==> src/rtl/rv_cpu_core.sv <==
// rv_cpu_core: five-stage in-order RV32I pipeline (IF/ID/EXE/MA/WB)
// with MA/WB operand forwarding, load-use stall and EXE redirects.
package rv_cpu_pkg;

    typedef struct packed {
        logic [31:0] address;
        logic [31:0] wr_data;
        logic        wr_en;
        logic        rd_en;
    } t_core2mem_req;

    typedef enum logic [3:0] {
        ALU_ADD, ALU_SUB, ALU_SLL, ALU_SLT, ALU_SLTU,
        ALU_XOR, ALU_SRL, ALU_SRA, ALU_OR, ALU_AND
    } t_alu_op;

    typedef enum logic [1:0] {
        IN1_RS1, IN1_PC, IN1_ZERO
    } t_in1_sel;

    localparam logic [6:0] OPC_OP     = 7'b0110011;
    localparam logic [6:0] OPC_OP_IMM = 7'b0010011;
    localparam logic [6:0] OPC_LOAD   = 7'b0000011;
    localparam logic [6:0] OPC_STORE  = 7'b0100011;
    localparam logic [6:0] OPC_BRANCH = 7'b1100011;
    localparam logic [6:0] OPC_JAL    = 7'b1101111;
    localparam logic [6:0] OPC_JALR   = 7'b1100111;
    localparam logic [6:0] OPC_LUI    = 7'b0110111;
    localparam logic [6:0] OPC_AUIPC  = 7'b0010111;

    typedef struct packed {
        logic        reg_write_en;
        logic        is_load;
        logic        is_store;
        logic        is_branch;
        logic        is_jump;
        t_alu_op     alu_op;
        t_in1_sel    in1_sel;
        logic        imm_in2;
        logic [2:0]  funct3;
        logic [4:0]  rd;
        logic [4:0]  rs1;
        logic [4:0]  rs2;
        logic [31:0] imm;
        logic [31:0] pc;
        logic [31:0] rs1_data;
        logic [31:0] rs2_data;
    } t_id_ex;

    typedef struct packed {
        logic        reg_write_en;
        logic        is_load;
        logic        is_store;
        logic [4:0]  rd;
        logic [31:0] result;
        logic [31:0] store_data;
    } t_ex_ma;

    typedef struct packed {
        logic        reg_write_en;
        logic [4:0]  rd;
        logic [31:0] wb_data;
    } t_ma_wb;

    function automatic t_alu_op alu_op_of(input logic [2:0] f3,
                                          input logic alt);
        t_alu_op op;
        unique case (f3)
            3'b000:  op = alt ? ALU_SUB : ALU_ADD;
            3'b001:  op = ALU_SLL;
            3'b010:  op = ALU_SLT;
            3'b011:  op = ALU_SLTU;
            3'b100:  op = ALU_XOR;
            3'b101:  op = alt ? ALU_SRA : ALU_SRL;
            3'b110:  op = ALU_OR;
            default: op = ALU_AND;
        endcase
        return op;
    endfunction

endpackage

module rv_cpu_core
    import rv_cpu_pkg::*;
(
    input  logic          clk,
    input  logic          rst,
    output logic [31:0]   imem_addr,
    input  logic [31:0]   imem_rd_data,
    output t_core2mem_req core2dmem_req,
    input  logic [31:0]   dmem_rd_data
);

    logic [31:0] pc_Q100H;
    logic [31:0] next_pc_Q100H;

    logic        valid_Q101H;
    logic [31:0] pc_Q101H;
    logic [31:0] instr_Q101H;

    t_id_ex      id_Q101H;
    t_id_ex      ex_Q102H;
    t_ex_ma      ma_Q103H;
    t_ma_wb      wb_Q104H;

    logic [31:0] rf [32];

    logic [6:0]  opcode_Q101H;
    logic [2:0]  funct3_Q101H;
    logic [4:0]  rs1_Q101H;
    logic [4:0]  rs2_Q101H;
    logic [31:0] imm_i_Q101H;
    logic [31:0] imm_s_Q101H;
    logic [31:0] imm_b_Q101H;
    logic [31:0] imm_u_Q101H;
    logic [31:0] imm_j_Q101H;
    logic [31:0] rs1_data_Q101H;
    logic [31:0] rs2_data_Q101H;
    logic        use_rs1_Q101H;
    logic        use_rs2_Q101H;
    logic        load_use_Q101H;

    logic [31:0] fwd_a_Q102H;
    logic [31:0] fwd_b_Q102H;
    logic [31:0] alu_in1_Q102H;
    logic [31:0] alu_in2_Q102H;
    logic [31:0] alu_out_Q102H;
    logic [31:0] result_Q102H;
    logic        br_cond_Q102H;
    logic        redirect_Q102H;
    logic [31:0] redirect_pc_Q102H;

    // ---------------- IF ----------------
    assign imem_addr = pc_Q100H;

    always_comb begin
        next_pc_Q100H = pc_Q100H + 32'd4;
        if (redirect_Q102H) begin
            next_pc_Q100H = redirect_pc_Q102H;
        end else if (load_use_Q101H) begin
            next_pc_Q100H = pc_Q100H;
        end
    end

    // ---------------- ID ----------------
    assign opcode_Q101H = instr_Q101H[6:0];
    assign funct3_Q101H = instr_Q101H[14:12];
    assign rs1_Q101H    = instr_Q101H[19:15];
    assign rs2_Q101H    = instr_Q101H[24:20];

    assign imm_i_Q101H = {{20{instr_Q101H[31]}}, instr_Q101H[31:20]};
    assign imm_s_Q101H = {{20{instr_Q101H[31]}}, instr_Q101H[31:25],
                          instr_Q101H[11:7]};
    assign imm_b_Q101H = {{19{instr_Q101H[31]}}, instr_Q101H[31],
                          instr_Q101H[7], instr_Q101H[30:25],
                          instr_Q101H[11:8], 1'b0};
    assign imm_u_Q101H = {instr_Q101H[31:12], 12'b0};
    assign imm_j_Q101H = {{11{instr_Q101H[31]}}, instr_Q101H[31],
                          instr_Q101H[19:12], instr_Q101H[20],
                          instr_Q101H[30:21], 1'b0};

    // Write-through: a WB write in this cycle is visible to the ID read
    always_comb begin
        rs1_data_Q101H = rf[rs1_Q101H];
        if (rs1_Q101H == 5'd0) begin
            rs1_data_Q101H = '0;
        end else if (wb_Q104H.reg_write_en && wb_Q104H.rd == rs1_Q101H) begin
            rs1_data_Q101H = wb_Q104H.wb_data;
        end
        rs2_data_Q101H = rf[rs2_Q101H];
        if (rs2_Q101H == 5'd0) begin
            rs2_data_Q101H = '0;
        end else if (wb_Q104H.reg_write_en && wb_Q104H.rd == rs2_Q101H) begin
            rs2_data_Q101H = wb_Q104H.wb_data;
        end
    end

    always_comb begin
        id_Q101H          = '0;
        id_Q101H.pc       = pc_Q101H;
        id_Q101H.funct3   = funct3_Q101H;
        id_Q101H.rd       = instr_Q101H[11:7];
        id_Q101H.rs1      = rs1_Q101H;
        id_Q101H.rs2      = rs2_Q101H;
        id_Q101H.rs1_data = rs1_data_Q101H;
        id_Q101H.rs2_data = rs2_data_Q101H;
        use_rs1_Q101H     = 1'b0;
        use_rs2_Q101H     = 1'b0;
        if (valid_Q101H) begin
            unique case (opcode_Q101H)
                OPC_OP: begin
                    id_Q101H.reg_write_en = 1'b1;
                    id_Q101H.alu_op = alu_op_of(funct3_Q101H, instr_Q101H[30]);
                    use_rs1_Q101H = 1'b1;
                    use_rs2_Q101H = 1'b1;
                end
                OPC_OP_IMM: begin
                    id_Q101H.reg_write_en = 1'b1;
                    id_Q101H.alu_op = alu_op_of(funct3_Q101H,
                        funct3_Q101H == 3'b101 && instr_Q101H[30]);
                    id_Q101H.imm_in2 = 1'b1;
                    id_Q101H.imm = imm_i_Q101H;
                    use_rs1_Q101H = 1'b1;
                end
                OPC_LOAD: begin
                    if (funct3_Q101H == 3'b010) begin
                        id_Q101H.reg_write_en = 1'b1;
                        id_Q101H.is_load = 1'b1;
                        id_Q101H.imm_in2 = 1'b1;
                        id_Q101H.imm = imm_i_Q101H;
                        use_rs1_Q101H = 1'b1;
                    end
                end
                OPC_STORE: begin
                    if (funct3_Q101H == 3'b010) begin
                        id_Q101H.is_store = 1'b1;
                        id_Q101H.imm_in2 = 1'b1;
                        id_Q101H.imm = imm_s_Q101H;
                        use_rs1_Q101H = 1'b1;
                        use_rs2_Q101H = 1'b1;
                    end
                end
                OPC_BRANCH: begin
                    id_Q101H.is_branch = 1'b1;
                    id_Q101H.imm = imm_b_Q101H;
                    use_rs1_Q101H = 1'b1;
                    use_rs2_Q101H = 1'b1;
                end
                OPC_JAL: begin
                    id_Q101H.reg_write_en = 1'b1;
                    id_Q101H.is_jump = 1'b1;
                    id_Q101H.in1_sel = IN1_PC;
                    id_Q101H.imm_in2 = 1'b1;
                    id_Q101H.imm = imm_j_Q101H;
                end
                OPC_JALR: begin
                    id_Q101H.reg_write_en = 1'b1;
                    id_Q101H.is_jump = 1'b1;
                    id_Q101H.imm_in2 = 1'b1;
                    id_Q101H.imm = imm_i_Q101H;
                    use_rs1_Q101H = 1'b1;
                end
                OPC_LUI: begin
                    id_Q101H.reg_write_en = 1'b1;
                    id_Q101H.in1_sel = IN1_ZERO;
                    id_Q101H.imm_in2 = 1'b1;
                    id_Q101H.imm = imm_u_Q101H;
                end
                OPC_AUIPC: begin
                    id_Q101H.reg_write_en = 1'b1;
                    id_Q101H.in1_sel = IN1_PC;
                    id_Q101H.imm_in2 = 1'b1;
                    id_Q101H.imm = imm_u_Q101H;
                end
                default: ;
            endcase
        end
    end

    assign load_use_Q101H = ex_Q102H.is_load && ex_Q102H.rd != 5'd0 &&
        ((use_rs1_Q101H && ex_Q102H.rd == rs1_Q101H) ||
         (use_rs2_Q101H && ex_Q102H.rd == rs2_Q101H));

    // ---------------- EXE ----------------
    // A load in MA has no data yet; the stall keeps it from being needed here
    always_comb begin
        fwd_a_Q102H = ex_Q102H.rs1_data;
        if (ma_Q103H.reg_write_en && !ma_Q103H.is_load &&
            ma_Q103H.rd != 5'd0 && ma_Q103H.rd == ex_Q102H.rs1) begin
            fwd_a_Q102H = ma_Q103H.result;
        end else if (wb_Q104H.reg_write_en && wb_Q104H.rd != 5'd0 &&
                     wb_Q104H.rd == ex_Q102H.rs1) begin
            fwd_a_Q102H = wb_Q104H.wb_data;
        end
        fwd_b_Q102H = ex_Q102H.rs2_data;
        if (ma_Q103H.reg_write_en && !ma_Q103H.is_load &&
            ma_Q103H.rd != 5'd0 && ma_Q103H.rd == ex_Q102H.rs2) begin
            fwd_b_Q102H = ma_Q103H.result;
        end else if (wb_Q104H.reg_write_en && wb_Q104H.rd != 5'd0 &&
                     wb_Q104H.rd == ex_Q102H.rs2) begin
            fwd_b_Q102H = wb_Q104H.wb_data;
        end
    end

    always_comb begin
        unique case (ex_Q102H.in1_sel)
            IN1_PC:   alu_in1_Q102H = ex_Q102H.pc;
            IN1_ZERO: alu_in1_Q102H = '0;
            default:  alu_in1_Q102H = fwd_a_Q102H;
        endcase
        alu_in2_Q102H = ex_Q102H.imm_in2 ? ex_Q102H.imm : fwd_b_Q102H;
    end

    always_comb begin
        alu_out_Q102H = alu_in1_Q102H + alu_in2_Q102H;
        unique case (ex_Q102H.alu_op)
            ALU_SUB:  alu_out_Q102H = alu_in1_Q102H - alu_in2_Q102H;
            ALU_SLL:  alu_out_Q102H = alu_in1_Q102H << alu_in2_Q102H[4:0];
            ALU_SLT:  alu_out_Q102H = {31'b0,
                $signed(alu_in1_Q102H) < $signed(alu_in2_Q102H)};
            ALU_SLTU: alu_out_Q102H = {31'b0, alu_in1_Q102H < alu_in2_Q102H};
            ALU_XOR:  alu_out_Q102H = alu_in1_Q102H ^ alu_in2_Q102H;
            ALU_SRL:  alu_out_Q102H = alu_in1_Q102H >> alu_in2_Q102H[4:0];
            ALU_SRA:  alu_out_Q102H = 32'($signed(alu_in1_Q102H)
                                          >>> alu_in2_Q102H[4:0]);
            ALU_OR:   alu_out_Q102H = alu_in1_Q102H | alu_in2_Q102H;
            ALU_AND:  alu_out_Q102H = alu_in1_Q102H & alu_in2_Q102H;
            default:  ;
        endcase
    end

    always_comb begin
        unique case (ex_Q102H.funct3)
            3'b000:  br_cond_Q102H = fwd_a_Q102H == fwd_b_Q102H;
            3'b001:  br_cond_Q102H = fwd_a_Q102H != fwd_b_Q102H;
            3'b100:  br_cond_Q102H = $signed(fwd_a_Q102H) < $signed(fwd_b_Q102H);
            3'b101:  br_cond_Q102H = $signed(fwd_a_Q102H) >= $signed(fwd_b_Q102H);
            3'b110:  br_cond_Q102H = fwd_a_Q102H < fwd_b_Q102H;
            3'b111:  br_cond_Q102H = fwd_a_Q102H >= fwd_b_Q102H;
            default: br_cond_Q102H = 1'b0;
        endcase
    end

    assign redirect_Q102H = ex_Q102H.is_jump ||
                            (ex_Q102H.is_branch && br_cond_Q102H);
    assign redirect_pc_Q102H = ex_Q102H.is_branch ?
        ex_Q102H.pc + ex_Q102H.imm : {alu_out_Q102H[31:1], 1'b0};
    assign result_Q102H = ex_Q102H.is_jump ?
        ex_Q102H.pc + 32'd4 : alu_out_Q102H;

    // ---------------- MA ----------------
    assign core2dmem_req.address = ma_Q103H.result;
    assign core2dmem_req.wr_data = ma_Q103H.store_data;
    assign core2dmem_req.wr_en   = ma_Q103H.is_store;
    assign core2dmem_req.rd_en   = ma_Q103H.is_load;

    // ---------------- pipeline registers ----------------
    always_ff @(posedge clk or negedge rst) begin
        if (!rst) begin
            pc_Q100H    <= '0;
            valid_Q101H <= 1'b0;
            pc_Q101H    <= '0;
            instr_Q101H <= '0;
            ex_Q102H    <= '0;
            ma_Q103H    <= '0;
            wb_Q104H    <= '0;
        end else begin
            pc_Q100H <= next_pc_Q100H;
            if (redirect_Q102H) begin
                valid_Q101H <= 1'b0;
            end else if (!load_use_Q101H) begin
                valid_Q101H <= 1'b1;
                pc_Q101H    <= pc_Q100H;
                instr_Q101H <= imem_rd_data;
            end
            ex_Q102H <= (redirect_Q102H || load_use_Q101H) ? '0 : id_Q101H;
            ma_Q103H.reg_write_en <= ex_Q102H.reg_write_en;
            ma_Q103H.is_load      <= ex_Q102H.is_load;
            ma_Q103H.is_store     <= ex_Q102H.is_store;
            ma_Q103H.rd           <= ex_Q102H.rd;
            ma_Q103H.result       <= result_Q102H;
            ma_Q103H.store_data   <= fwd_b_Q102H;
            wb_Q104H.reg_write_en <= ma_Q103H.reg_write_en;
            wb_Q104H.rd           <= ma_Q103H.rd;
            wb_Q104H.wb_data      <= ma_Q103H.is_load ? dmem_rd_data
                                                      : ma_Q103H.result;
        end
    end

    always_ff @(posedge clk or negedge rst) begin
        if (!rst) begin
            for (int i = 0; i < 32; i++) begin
                rf[i] <= '0;
            end
        end else if (wb_Q104H.reg_write_en && wb_Q104H.rd != 5'd0) begin
            rf[wb_Q104H.rd] <= wb_Q104H.wb_data;
        end
    end

endmodule

==> config.mk <==
export PLATFORM = sky130hd
export DESIGN_NAME = rv_cpu_core
export DESIGN_NICKNAME = d
export VERILOG_FILES = /design/src/rtl/rv_cpu_core.sv
export SDC_FILE = /design/constraint.sdc
export NUM_CORES = 2
export LEC_CHECK = 0
export BUFFER_PORTS_ARGS = -buffer_cell sky130_fd_sc_hd__buf_2
export CAP_MARGIN = 20
export CORE_MARGIN = 2
export CORE_UTILIZATION = 42
export DETAILED_ROUTE_END_ITERATION = 10
export PLACE_DENSITY = 0.64
export SYNTH_ARGS = -nofsm -noshare
export SYNTH_HDL_FRONTEND = slang
export SYNTH_SLANG_ARGS = --single-unit
==> constraint.sdc <==
create_clock -name clk -period 6.45 [get_ports clk]
set_clock_uncertainty 0.05 [all_clocks]
set_input_delay 0.9675 -clock clk [delete_from_list [all_inputs] [get_ports clk]]
set_output_delay 0.9675 -clock clk [all_outputs]
set_load 0.02 [all_outputs]
After elaboration in Yosys (flattened, before gate mapping) --
Index checks and enable logic that the tools add are counted.
Word-level totals: word-level logic and storage cells 220, bits in registers 1389, output and inout bits 98
Operators by class: reduce and logical (&&, ||, !) cells 37, bitwise gates (word level) 8, shift-type cells 3, add/sub/neg operators 5, order comparisons 10, mux-type cells 54, eq/ne operators 42
Operators by type and width (count):
- 1024-bit bitwise mux | 1
- 32-bit two-way mux | 22
- 32-bit binary-select mux with 5-bit select | 2
- 32-bit case mux with 9 select lines | 1
- 32-bit case mux with 6 select lines | 1
- 32-bit demux with 5-bit select | 1
- 158-bit two-way mux | 1
- 32-bit less-than comparator | 4
- 32-bit by 3-bit adder with 32-bit output, second input constant | 2
- 32-bit adder | 2
- 32-bit >= comparator | 2
- 32-bit case mux with 2 select lines | 1
- 4-bit case mux with 7 select lines | 2
- 5-bit == test | 8
- 32-bit AND | 1
- 32-bit == test | 1
- 32-bit inequality test | 1
- 32-bit bitwise OR | 1
- 32-bit by 5-bit left shift with 32-bit output | 1
- 32-bit by 5-bit right shift with 32-bit output | 1
- 32-bit by 5-bit >>> shifter with 32-bit output | 1
- 32-bit subtractor | 1
- 32-bit XOR | 1
- 3-bit == test, second input constant | 7
- 35 further kinds | 93

Depth between registers and ports, before layout --
depth in word-level cells 11, gate-level depth with buffers 24, mapped depth without buffers 21

Least setup slack after synthesis --
Ideal clock, no wire load.
path kind flip-flop to flip-flop, from register wb_Q104H[35] in the netlist's numbering, to register pc_Q101H[0], setup slack 0.410 ns, arrival 5.865 ns, setup time 0.125 ns, path buffers 4, cell stages (with the launch flop) 22, path through dfrtp_1 xor2_1 or4_1 clkbuf_1 nor2_1 clkbuf_1 mux2i_1 o21ai_0 inv_1 ha_1 a21o_1 a21o_1 a21oi_1 o21ai_0 a221o_1 a21o_1 o41a_1 a221oi_1 nor2_1 buf_2 buf_1 mux2_2
Between the ends: cells in the longest elaborated chain, start to end 11
Ends and longest elaborated chain:
- start: declaration | line 104 | t_ma_wb wb_Q104H;
- 5-bit nonzero test | line 279 | end else if (wb_Q104H.reg_write_en && wb_Q104H.rd != 5'd0 &&
- 1-bit logical AND | line 279
- 1-bit logical AND * | line 279
- 32-bit two-way mux * | line 279
- 32-bit two-way mux * | line 276 | if (ma_Q103H.reg_write_en && !ma_Q103H.is_load &&
- net fwd_b_Q102H[9] | line 124 | logic [31:0] fwd_b_Q102H;
- 32-bit >= comparator (tied with other cells) | line 319 | 3'b111: br_cond_Q102H = fwd_a_Q102H >= fwd_b_Q102H;
- 1-bit case mux with 6 select lines * | line 313 | unique case (ex_Q102H.funct3)
- 1-bit logical AND * | line 325 | (ex_Q102H.is_branch && br_cond_Q102H);
- 1-bit logical OR * | line 324 | assign redirect_Q102H = ex_Q102H.is_jump ||
- 1-bit inverter (no source line) *
- 2-bit AND reduction (no source line) *
- end signal: assignment | line 353 | pc_Q101H <= pc_Q100H;
- end: declaration | line 98 | logic [31:0] pc_Q101H;
Mark *: on every way through the listed nets, which the timed path passes. The rest lies on a longest branch. A chain may end at the register's enable or synchronous reset.

Worst setup path in the final report --
from register wb_Q104H[35] in the netlist's numbering, to register pc_Q100H[27], in the netlist imem_addr[27]
Between the ends: cells in the longest elaborated chain, start to end 10
Ends and longest elaborated chain:
- 5-bit nonzero test | line 271, 279
- 1-bit logical AND | line 271, 279
- 1-bit logical AND (on tied branches) | line 271, 279
- 32-bit two-way mux (on tied branches) | line 271, 279
- 32-bit two-way mux (on tied branches) | line 268, 276
- 32-bit case mux with 2 select lines (tied with other cells) | line 286 | unique case (ex_Q102H.in1_sel)
- 32-bit adder (tied with other cells) | line 295 | alu_out_Q102H = alu_in1_Q102H + alu_in2_Q102H;
- 32-bit case mux with 9 select lines or 1-bit logical AND (tied branches) | line 296, 325
- 32-bit two-way mux or 1-bit logical OR (tied branches) | line 326, 324
- 32-bit two-way mux or 2-bit by 1-bit inequality test with 1-bit output (tied branches)
- end signal: assignment | line 348 | pc_Q100H <= next_pc_Q100H;
- end: declaration | line 94 | logic [31:0] pc_Q100H;
Several ways; a longest one is shown, not always the timed one.

==> run_results.csv <==
group,metric,value,unit
run_status,outcome,"finished, final reports clean",
synthesis,syn_area,82520,sq um
die,start_util,42.32,%
drt,routed_wl,307800,um
timing,finalSetupViolCount,0,
grt,grt.total_usage,30.75,%
drt,drc,0,
timing,fmax,160.8,MHz
die,die_area,200000,sq um
setup_path,crit_type,"register to register",
synthesis,syn_avg_cell_area,12.35,sq um
setup_path,crit_path_end_kind,"register",
finish,finalNonFillerCells,9482,
synthesis,synth.largest_area_cell,"dfrtp_1",
clocking,clockBufferDepth,3,
die,die_h,447.3,um
placement,hpwlAfterDp,207800,um
setup_path,cp-start-kind,"register",
clocking,ctsHoldBuffers,0,
synthesis,yosysSeqAreaShare,42.12,%
timing,rsz0062_at_grt,"true",
synthesis,ys_types,103,
power,p_leak,41.97,nW
placement,gp_congestion,1.050,
grt,antenna_found_initial,14,
grt,grt-ovfl-total,0,
grt,grt_first_pass_wirelength,444100,um
placement,portBuffers,163,
synthesis,ys_ff_latch,1389,
timing,max_slew_margin,24.16,%
synthesis,netlist.area_leader.share,42.12,%
die,core_area,195000,sq um
timing,worst_pin_slew,1.135,ns
min_path,hold_path_class,"primary input to asynchronous set/reset pin",
drt,drtIter0Drc,6160,
clocking,tritoncts,"done",
synthesis,synthArstFlopShare,100.0,%
setup_path,worst-endpoint-required,7.13,ns
die,fp-row-count,162,
die,pin_count,164,
drt,drt-pass1-iter-count,5,
finish,fillers,17280,
grt,grt_pass1_vias,61730,
finish,area_growth,12.59,%
power,ir_drop,0.0001816,V
drt,viasPerCell,6.430,
timing,fin_crit,6.219,ns
timing,drv_slew,0,
clocking,path_clk_slew,0.06,ns
synthesis,yosysWarnings,0,
setup_path,worstReg2RegEnd,"imem_addr[27]",
clocking,cts_buffers,149,
setup_path,cp_max_fo,13,
timing,finalHoldViolCount,0,
finish,design_area,92910,sq um
die,die_w,447.3,um
synthesis,synth_nets,6913,
drt,vias,60970,
flow_run,maxCapViolations,0,
synthesis,synth_ff_type,"dfrtp_1",
clocking,clock-sinks,1389,
placement,dp.cells,9198,
grt,grt_max_degree,174,
finish,drive_above_1_share,39.03,%
placement,placed_area,87630,sq um
setup_path,r2r_setup_slack,0.23,ns
setup_path,reg2reg_from,"wb_Q104H[35]",
timing,period_share,96.41,%
finish,finish.net_count,6963,
setup_path,cp.arrival,6.90,ns
synthesis,synth_edf_count,0,
clocking,insertion_delay,0.84,ns
setup_path,reg2reg_depth,24,
drt,antenna_left,0,
synthesis,synth_cells,6681,
synthesis,synth_area_leaders,"dfrtp_1 42%, mux4_2 17%, mux2_2 15%",
power,power_density,241.1,nW/um^2
clocking,cts_max_level,4,
drt,wl_per_cell,32.46,um
clocking,root_buffer,"clkbuf_16",
-- sequential cells by signal (all words and copies together), names as in the netlist --
name and count:
valid_Q101H 1, pc_Q101H 32, wb_Q104H 38, ma_Q103H 6
core2dmem_req 66, ex_Q102H 158, rf 1024, instr_Q101H 32
imem_addr 32
-- metrics by stage --
stage / util [%] / hold WS (ns) / total power, mW / worst slack, ns / TNS, ns
5_1_grt: 47.64 / 0.1561 / 23.11 / -0.02265 / -0.02265
2_1_floorplan: - / 0.2812 / 11.67 / 0.4104 / 0
3_3_place_gp: 44.93 / 0.2980 / 13.37 / -0.06998 / -0.2514
3_5_place_dp: 44.94 / 0.3030 / 13.40 / -0.2009 / -1.314
4_1_cts: 47.59 / 0.1182 / 22.42 / 0.001423 / 0
6_report: 47.65 / 0.08042 / 22.40 / 0.2313 / 0
-- area by class of cell --
class                      instances  area [sq um]  share of cell area, %
antenna                            6         15.01                0.01616
sequential                      1389         34800                  37.46
multi-input combinational       4427         44570                  47.98
timing repair buffer             613          4508                  4.852
clock buffer                     224          4380                  4.715
inverter                         151         571.8                 0.6154
tap                             2624          3283                  3.534
clock inverter                    48         778.2                 0.8376
-- power breakdown --
| part | internal [mW] | leakage [nW] | switching [mW] | total, mW |
|---|---|---|---|---|
| logic | 1.35 | 20.5 | 2.15 | 3.50 |
| registers | 9.12 | 19.0 | 0.750 | 9.87 |
| clock network | 5.20 | 2.51 | 3.83 | 9.03 |
-- per-layer routing --
| layer | track usage, % | wire length, um | vias up |
|---|---|---|---|
| met1 | 38.13 | 115900 | 31820 |
| met3 | 6.024 | 23660 | 884 |
| met4 | 22.69 | 26920 | 8 |
| met5 | 0 | 50 | - |
| li1 | - | - | 25310 |
| met2 | 47.91 | 141300 | 2943 |
-- cells in the final DEF, fill, tap and decap left out, types with 20 or more instances in the layout --
| cell type | n |
|---|---|
| clkbuf_16 | 149 |
| a21oi_1 | 270 |
| o211ai_1 | 35 |
| o31ai_1 | 22 |
| nor3_1 | 107 |
| mux4_2 | 605 |
| dfrtp_1 | 1376 |
| nand2b_1 | 20 |
| nand3_1 | 120 |
| a22oi_1 | 26 |
| nor2b_1 | 57 |
| a221oi_1 | 24 |
| a211oi_1 | 207 |
| ha_1 | 163 |
| o21ai_1 | 33 |
| nor2_1 | 248 |
| a311oi_1 | 20 |
| clkbuf_8 | 37 |
| a31oi_1 | 61 |
| xnor2_1 | 70 |
| xor2_1 | 66 |
| buf_2 | 162 |
| mux2_2 | 1091 |
| nand4_1 | 20 |
| nand2_1 | 250 |
| o21ai_0 | 202 |
| mux2i_1 | 207 |
| a21o_1 | 40 |
| and3_1 | 79 |
| buf_12 | 24 |
| o221ai_1 | 25 |
| buf_4 | 425 |
| inv_1 | 145 |
| and2_1 | 32 |
| clkbuf_1 | 38 |
-- Yosys cell counts, types with 79 or more instances --
library cell and instances:
mux2i_1 209, a211oi_1 209, dfrtp_1 1389, mux2_2 1091
and3_1 79, ha_1 163, nor2_1 268, mux4_2 605
a21oi_1 270, nand3_1 122, inv_1 145, clkbuf_1 477
buf_1 124, o21ai_0 210, nor3_1 107, nand2_1 265
-- kinds of logic (layout without fill, tap and decap cells) --
logic type / after synthesis / after routing / synth area share (%)
AOI/OAI and AO/OA: 1149 / 1149 / 9.257
xor gates and xnor gates: 136 / 136 / 1.443
muxes: 1908 / 1908 / 34.00
buffers and inverters: 866 / 1036 / 4.368
and+or+nand+nor: 1067 / 1068 / 6.270
adders and majority gates: 166 / 166 / 2.544
DFF: 1389 / 1389 / 42.12
other: 0 / 6 / 0
-- critical path, stage by stage (launching register included) --
cell	delay [ns]
dfrtp_1	0.46
buf_4	0.20
or3_1	0.37
o311ai_4	0.37
buf_4	0.26
o21ai_0	0.14
a311oi_1	0.59
nor2_1	0.24
inv_1	0.13
ha_1	0.25
nand2b_1	0.08
a21oi_1	0.19
o21bai_1	0.13
and3_1	0.20
a221o_1	0.36
a221o_1	0.40
a21oi_1	0.27
buf_4	0.19
o21a_1	0.26
o21ai_0	0.14
xor2_1	0.17
a211oi_1	0.09
buf_4	0.20
buf_4	0.13
a221oi_2	0.24
-- worst max path at each step --
stage	cells past startpoint	from	endpoint	slack, ns
final	24	wb_Q104H[35]	imem_addr[27]	0.23
after global routing	29	wb_Q104H[35]	imem_addr[22]	-0.02
after CTS	26	wb_Q104H[35]	imem_addr[22]	0.001
after detailed placement	26	wb_Q104H[35]	imem_addr[22]	-0.20
after global placement	25	wb_Q104H[35]	core2dmem_req[58]	-0.07
after floorplan	21	wb_Q104H[35]	pc_Q101H[0]	0.41
-- timing repair --
action / in CTS / in global routing
pin swaps: 0 / 2
cloned: 0 / 1
setup endpoints to repair: 34 / 50
buffers inserted: 0 / 4
resized for setup: 2 / 23
Note: power is estimated with default switching activity, not from simulation.
